--- src/rtl/rv_pkg.sv ---
// Shared types for the rv_* array packers: FSM state encoding and the lane-index width helper.
package rv_pkg;

    typedef enum logic {
        ST_FILL = 1'b0,
        ST_FULL = 1'b1
    } pack_state_t;

    // A lane index never needs fewer than one bit, even for degenerate widths.
    function automatic int idx_width(input int n);
        return (n > 1) ? $clog2(n) : 1;
    endfunction

endpackage

--- src/rtl/rv_arr_pack.sv ---
// Scalar-to-frame packer: collects N beats into a registered frame with ready/valid on both sides.
// Optional macro RV_ARR_PACK_FLUSH_EN adds s_last to close a frame early.
//
//   state   | meaning
//   --------+------------------------------------------------------
//   ST_FILL | collecting beats into lanes, s_ready high, m_count 0
//   ST_FULL | frame held for output, waits for gate_emit && m_ready
module rv_arr_pack
    import rv_pkg::*;
#(
    parameter int N  = 4,
    parameter int DW = 32
) (
    input  logic                     clk,
    input  logic                     rst_n,
    input  logic                     s_valid,
    output logic                     s_ready,
    input  logic [DW-1:0]            s_data,
`ifdef RV_ARR_PACK_FLUSH_EN
    input  logic                     s_last,
`endif
    input  logic                     gate_emit,
    output logic                     m_valid,
    input  logic                     m_ready,
    output logic [DW-1:0]            m_data [0:N-1],
    output logic [$clog2(N+1)-1:0]   m_count
);

    localparam int IW = idx_width(N);
    localparam int CW = $clog2(N+1);

    pack_state_t   r_state;
    pack_state_t   w_state_nxt;
    logic [IW-1:0] r_idx;
    logic [IW-1:0] w_idx_nxt;
    logic [DW-1:0] r_lane [0:N-1];
    logic [DW-1:0] w_lane_nxt [0:N-1];
    logic [CW-1:0] r_count;
    logic [CW-1:0] w_count_nxt;
    logic          w_in_hs;
    logic          w_out_hs;
    logic          w_close;

    always_ff @(posedge clk) begin
        if (!rst_n) begin
            r_state <= ST_FILL;
        end else begin
            r_state <= w_state_nxt;
        end
    end

    always_ff @(posedge clk) begin
        if (!rst_n) begin
            r_idx   <= '0;
            r_count <= '0;
            for (int i = 0; i < N; i++) begin
                r_lane[i] <= '0;
            end
        end else begin
            r_idx   <= w_idx_nxt;
            r_count <= w_count_nxt;
            for (int i = 0; i < N; i++) begin
                r_lane[i] <= w_lane_nxt[i];
            end
        end
    end

    always_comb begin
        w_state_nxt = r_state;
        w_idx_nxt   = r_idx;
        w_count_nxt = r_count;
        for (int i = 0; i < N; i++) begin
            w_lane_nxt[i] = r_lane[i];
        end

        m_valid  = (r_state == ST_FULL) && gate_emit;
        w_out_hs = m_valid && m_ready;
        s_ready  = (r_state == ST_FILL) || w_out_hs;
        w_in_hs  = s_valid && s_ready;

        w_close = (r_idx == IW'(N-1));
`ifdef RV_ARR_PACK_FLUSH_EN
        w_close = w_close || s_last;
`endif

        case (r_state)
            ST_FILL: begin
                if (w_in_hs) begin
                    for (int i = 0; i < N; i++) begin
                        if (IW'(i) == r_idx) begin
                            w_lane_nxt[i] = s_data;
                        end
                    end
                    if (w_close) begin
                        w_state_nxt = ST_FULL;
                        w_count_nxt = CW'(r_idx) + CW'(1);
                        w_idx_nxt   = '0;
                    end else begin
                        w_idx_nxt = r_idx + IW'(1);
                    end
                end
            end
            ST_FULL: begin
                if (w_out_hs) begin
                    // Lanes are cleared here so that every FILL starts from zeros.
                    for (int i = 0; i < N; i++) begin
                        w_lane_nxt[i] = '0;
                    end
                    w_count_nxt = '0;
                    w_state_nxt = ST_FILL;
                    w_idx_nxt   = '0;
                    if (w_in_hs) begin
                        w_lane_nxt[0] = s_data;
`ifdef RV_ARR_PACK_FLUSH_EN
                        if (s_last) begin
                            w_state_nxt = ST_FULL;
                            w_count_nxt = CW'(1);
                        end else begin
                            w_idx_nxt = IW'(1);
                        end
`else
                        w_idx_nxt = IW'(1);
`endif
                    end
                end
            end
            default: begin
                w_state_nxt = ST_FILL;
            end
        endcase
    end

    assign m_data  = r_lane;
    assign m_count = r_count;

endmodule

--- config.mk ---
export PLATFORM = sky130hd
export DESIGN_NAME = rv_arr_pack
export DESIGN_NICKNAME = d
export VERILOG_FILES = /design/src/rtl/rv_pkg.sv /design/src/rtl/rv_arr_pack.sv
export SDC_FILE = /design/constraint.sdc
export NUM_CORES = 1
export LEC_CHECK = 0
export BUFFER_PORTS_ARGS = -buffer_cell sky130_fd_sc_hd__buf_2
export CORE_ASPECT_RATIO = 0.6
export CORE_UTILIZATION = 50
export DETAILED_ROUTE_END_ITERATION = 16
export GPL_ROUTABILITY_DRIVEN = 1
export GPL_TIMING_DRIVEN = 0
export PLACE_DENSITY = 0.85
export SYNTH_ARGS = -nofsm -noshare
export SYNTH_HDL_FRONTEND = slang
export SYNTH_SLANG_ARGS = --single-unit
--- constraint.sdc ---
create_clock -name clk -period 2.3 [get_ports clk]
set_clock_uncertainty 0.2 [all_clocks]
set_input_delay 0.46 -clock clk [delete_from_list [all_inputs] [get_ports clk]]
set_output_delay 0.46 -clock clk [all_outputs]
set_load 0.01 [all_outputs]
==> results by group <==
Run status
  – Status: finished, final reports clean

GRT
  – Largest net degree at the start of global routing: 17
  – Vias in the first global route: about 4500
  – Total GRT Usage: 0.296
  – Gr ovfl total: 0
  – Global-route wire length before repair: between 20000 and 25000 µm
  – Antenna violations before repair: 0

Route
  – WL final: ~16000 µm
  – Met3 routed WL: roughly 1400 µm
  – Met1 wire length: approximately 7000 µm
  – Vias/cell: 5.58
  – # DRC: 0
  – Vias: 4908
  – WL/cell: 17.7 µm
  – 1st-iter DRT viols: 383
  – Post-DRT Antenna Nets: 0
  – Highest routed layer: met4
  – Met2 routed WL: around 7000 µm
  – Pre-antenna DRT Iters: 5

Worst setup path
  – Slowest-stage cell, CP: dfxtp_2
  – Crit end category: output pin
  – Maximum fanout along the worst path: 10
  – Critical Path Max Stage Delay: 0.36 ns
  – Critical path startpoint category: flop
  – Worst endpoint required time: 1.64 ns
  – CP Class: flop to output pin
  – Worst Path Arrival: about 1.5 ns
  – Cell Chain, Critical Path: a21boi_4 -> buf_6 -> buf_4 -> inv_1 -> buf_2
  – Flop2flop setup slack: around 0.23 ns

Pwr
  – Pleak: roughly 3.0 nW
  – Clock network fraction of design power: 0.489
  – Peak VDD IR: approximately 0.00063 V
  – Switch Pwr: 0.00138 W
  – Logic pwr share: 0.091
  – Pwr dens: ~850 mW/mm²
  – Sequential group share of total power: 0.420
  – Net Sw Frac: 0.234
  – Total power draw: 0.00587 W
  – Int Power: about 0.0045 W

Yosys
  – Post-synth top area cell: dfxtp_1
  – Post-synth EDFFs: 0
  – Sequential-to-total area share from yosys stat: 0.515
  – Syn. warnings: 0
  – Primary FF master, synth: dfxtp_1
  – Flop and latch count out of synthesis: roughly 130
  – Most common cell in the netlist: dfxtp_1
  – Synth top cells by count: dfxtp_1 (134), nand2_1 (100), o21ai_0 (98), a21boi_1 (92), a22o_1 (32)
  – Yosys top cell area share: 0.515
  – Async SR Flop Fraction: 0
  – Mean area per synthesized cell: between 9 and 10 µm²
  – Syn Inst Count: roughly 540
  – Cell area after synthesis: 0.00521 mm²
  – Ranking of synthesized cells by area: dfxtp_1 (52%), a21boi_1 (13%), o21ai_0 (9.4%), nand2_1 (7.2%), a22o_1 (5.4%)
  – Post-synthesis cell type count: 29
  – Syn Nets: slightly below 600

Die
  – Rows: 28
  – Core area: 0.00998 mm²
  – Ports: 170
  – Initial Utilization: 0.522
  – Die Footprint: 0.0108 mm²
  – Die Wd: between 100 and 150 µm
  – Die height: ~81 µm

Timing
  – Fin. max-slew vios: 0
  – Worst-Margin Slew: approximately 0.46 ns
  – Final setup viols: 0
  – Relative slew slack: 0.692
  – Period utilization: 0.946
  – Unrepaired setup endpoints after global routing: false
  – Hold WS: about 0.12 ns
  – Post-route minimum period: approximately 2.2 ns
  – Total negative setup slack: 0 ns
  – Final hold viol count: 0
  – Worst Setup Slack, final: 0.124 ns
  – Fmax: around 460 MHz

Job
  – Max-cap viol count: 0

Clock network
  – CTS Buffer Depth: 2
  – H-tree depth: 4
  – CTS clk-pin slew, worst paths: ~0.060 ns
  – TritonCTS Buffers: 17
  – Root Buffer: clkbuf_16
  – CTS hold repair buffers: 0
  – CTS tree: done
  – Worst-skew pair later-pin latency: slightly above 0.4 ns
  – Clk sink count: approximately 130

Cells and area
  – Sequential cell area: 0.00268 mm²
  – Share of cells above drive strength 1: 0.327
  – Multi-input logic area: 0.00215 mm²
  – Area growth from synthesis to layout: 32.1%
  – Final #Nets: 772
  – Antenna Cells: 0
  – Filler Cell Count: ~800
  – Post-layout util: 0.689

Place
  – HPWL after detailed placement: around 11000 µm
  – Number of port buffers: between 150 and 200
  – Pre-CTS WS: about 0.13 ns
  – RePlAce Congestion: slightly below 0.9

Worst hold path
  – Hold Path Class: primary input to flop
[power groups by stage]
stage | sequential (W) | clock [W] | combinational, W
floorplan | 0.00255 | 0 | 0.000252
global placement | 0.00251 | 0 | 0.000508
detailed placement | 0.00251 | 0 | 0.000525
CTS | 0.00246 | 0.00290 | 0.000528
global route | 0.00247 | 0.00301 | 0.000575
finish | 0.00247 | 0.00287 | 0.000532
[cells by family (layout without fill, tap and decap cells)]
family,count (synthesis),count (layout),share of synthesized area
compound gates,241,241,0.317
flops,134,134,0.515
simple gates,108,108,0.0850
buf+inv,55,257,0.0737
fa+ha+maj,4,4,0.00961
[final cells by class]
class,instances,area share
Buffer,51,0.0542
Clock buffer,22,0.0718
Clock inverter,10,0.0207
Inverter,4,0.00218
Multi-Input combinational cell,353,0.312
Sequential cell,134,0.390
Tap cell,135,0.0245
Timing Repair Buffer,170,0.124
[what timing repair did]
item	4_1_cts	5_1_grt
setup buffers	1	1
gates resized for setup	1	2
endpoints found under the setup margin	1	1
[worst max-delay path, delay by kind of cell (launching register included)]
family                 cells  cell delay, ns
buffers and inverters      4            0.51
DFF                        1            0.36
AOI/OAI and AO/OA          1            0.23
[cell usage in the layout (no fill, tap or decap), drive strengths merged]
cell type / instances
inv: 5
o211ai: 2
ha: 4
o31ai: 1
bufinv: 3
a21oi: 5
o211a: 1
clkbuf: 41
a21boi: 99
nand2b: 1
buf: 202
o31a: 1
nor2: 1
and2: 1
nand3: 1
nand2: 100
dfxtp: 134
a22o: 32
o21ai: 99
clkinv: 5
o21a: 1
nor2b: 1
and3b: 3
clkinvlp: 1
[metal layers]
metal,up-vias,global-route usage
li1,2261,-
met1,2391,0.396
met2,235,0.453
met3,21,0.0886
met4,0,0.113
met5,-,0
[final timing paths]
path / from / to / cells after the start
setup / recovery: r_state / s_ready / 5
hold / removal: s_data[12] / m_data[108] / 2
setup reg to reg: r_idx[0] / m_data[59] / 6
hold reg to reg: m_data[89] / m_data[89] / 2
[through the flow]
step | area [µm²] | cells
finish | 6880 | 879
global route | 6880 | 879
CTS | 6870 | 878
detailed placement | 6220 | 845
global placement | 6220 | 845
floorplan | 5210 | 542
[state kept, by name, summed over array words and instances (netlist names)]
register,cells
m_count,3
m_data,128
r_idx,2
r_state,1
No activity file was read; power rests on OpenSTA's default activity.
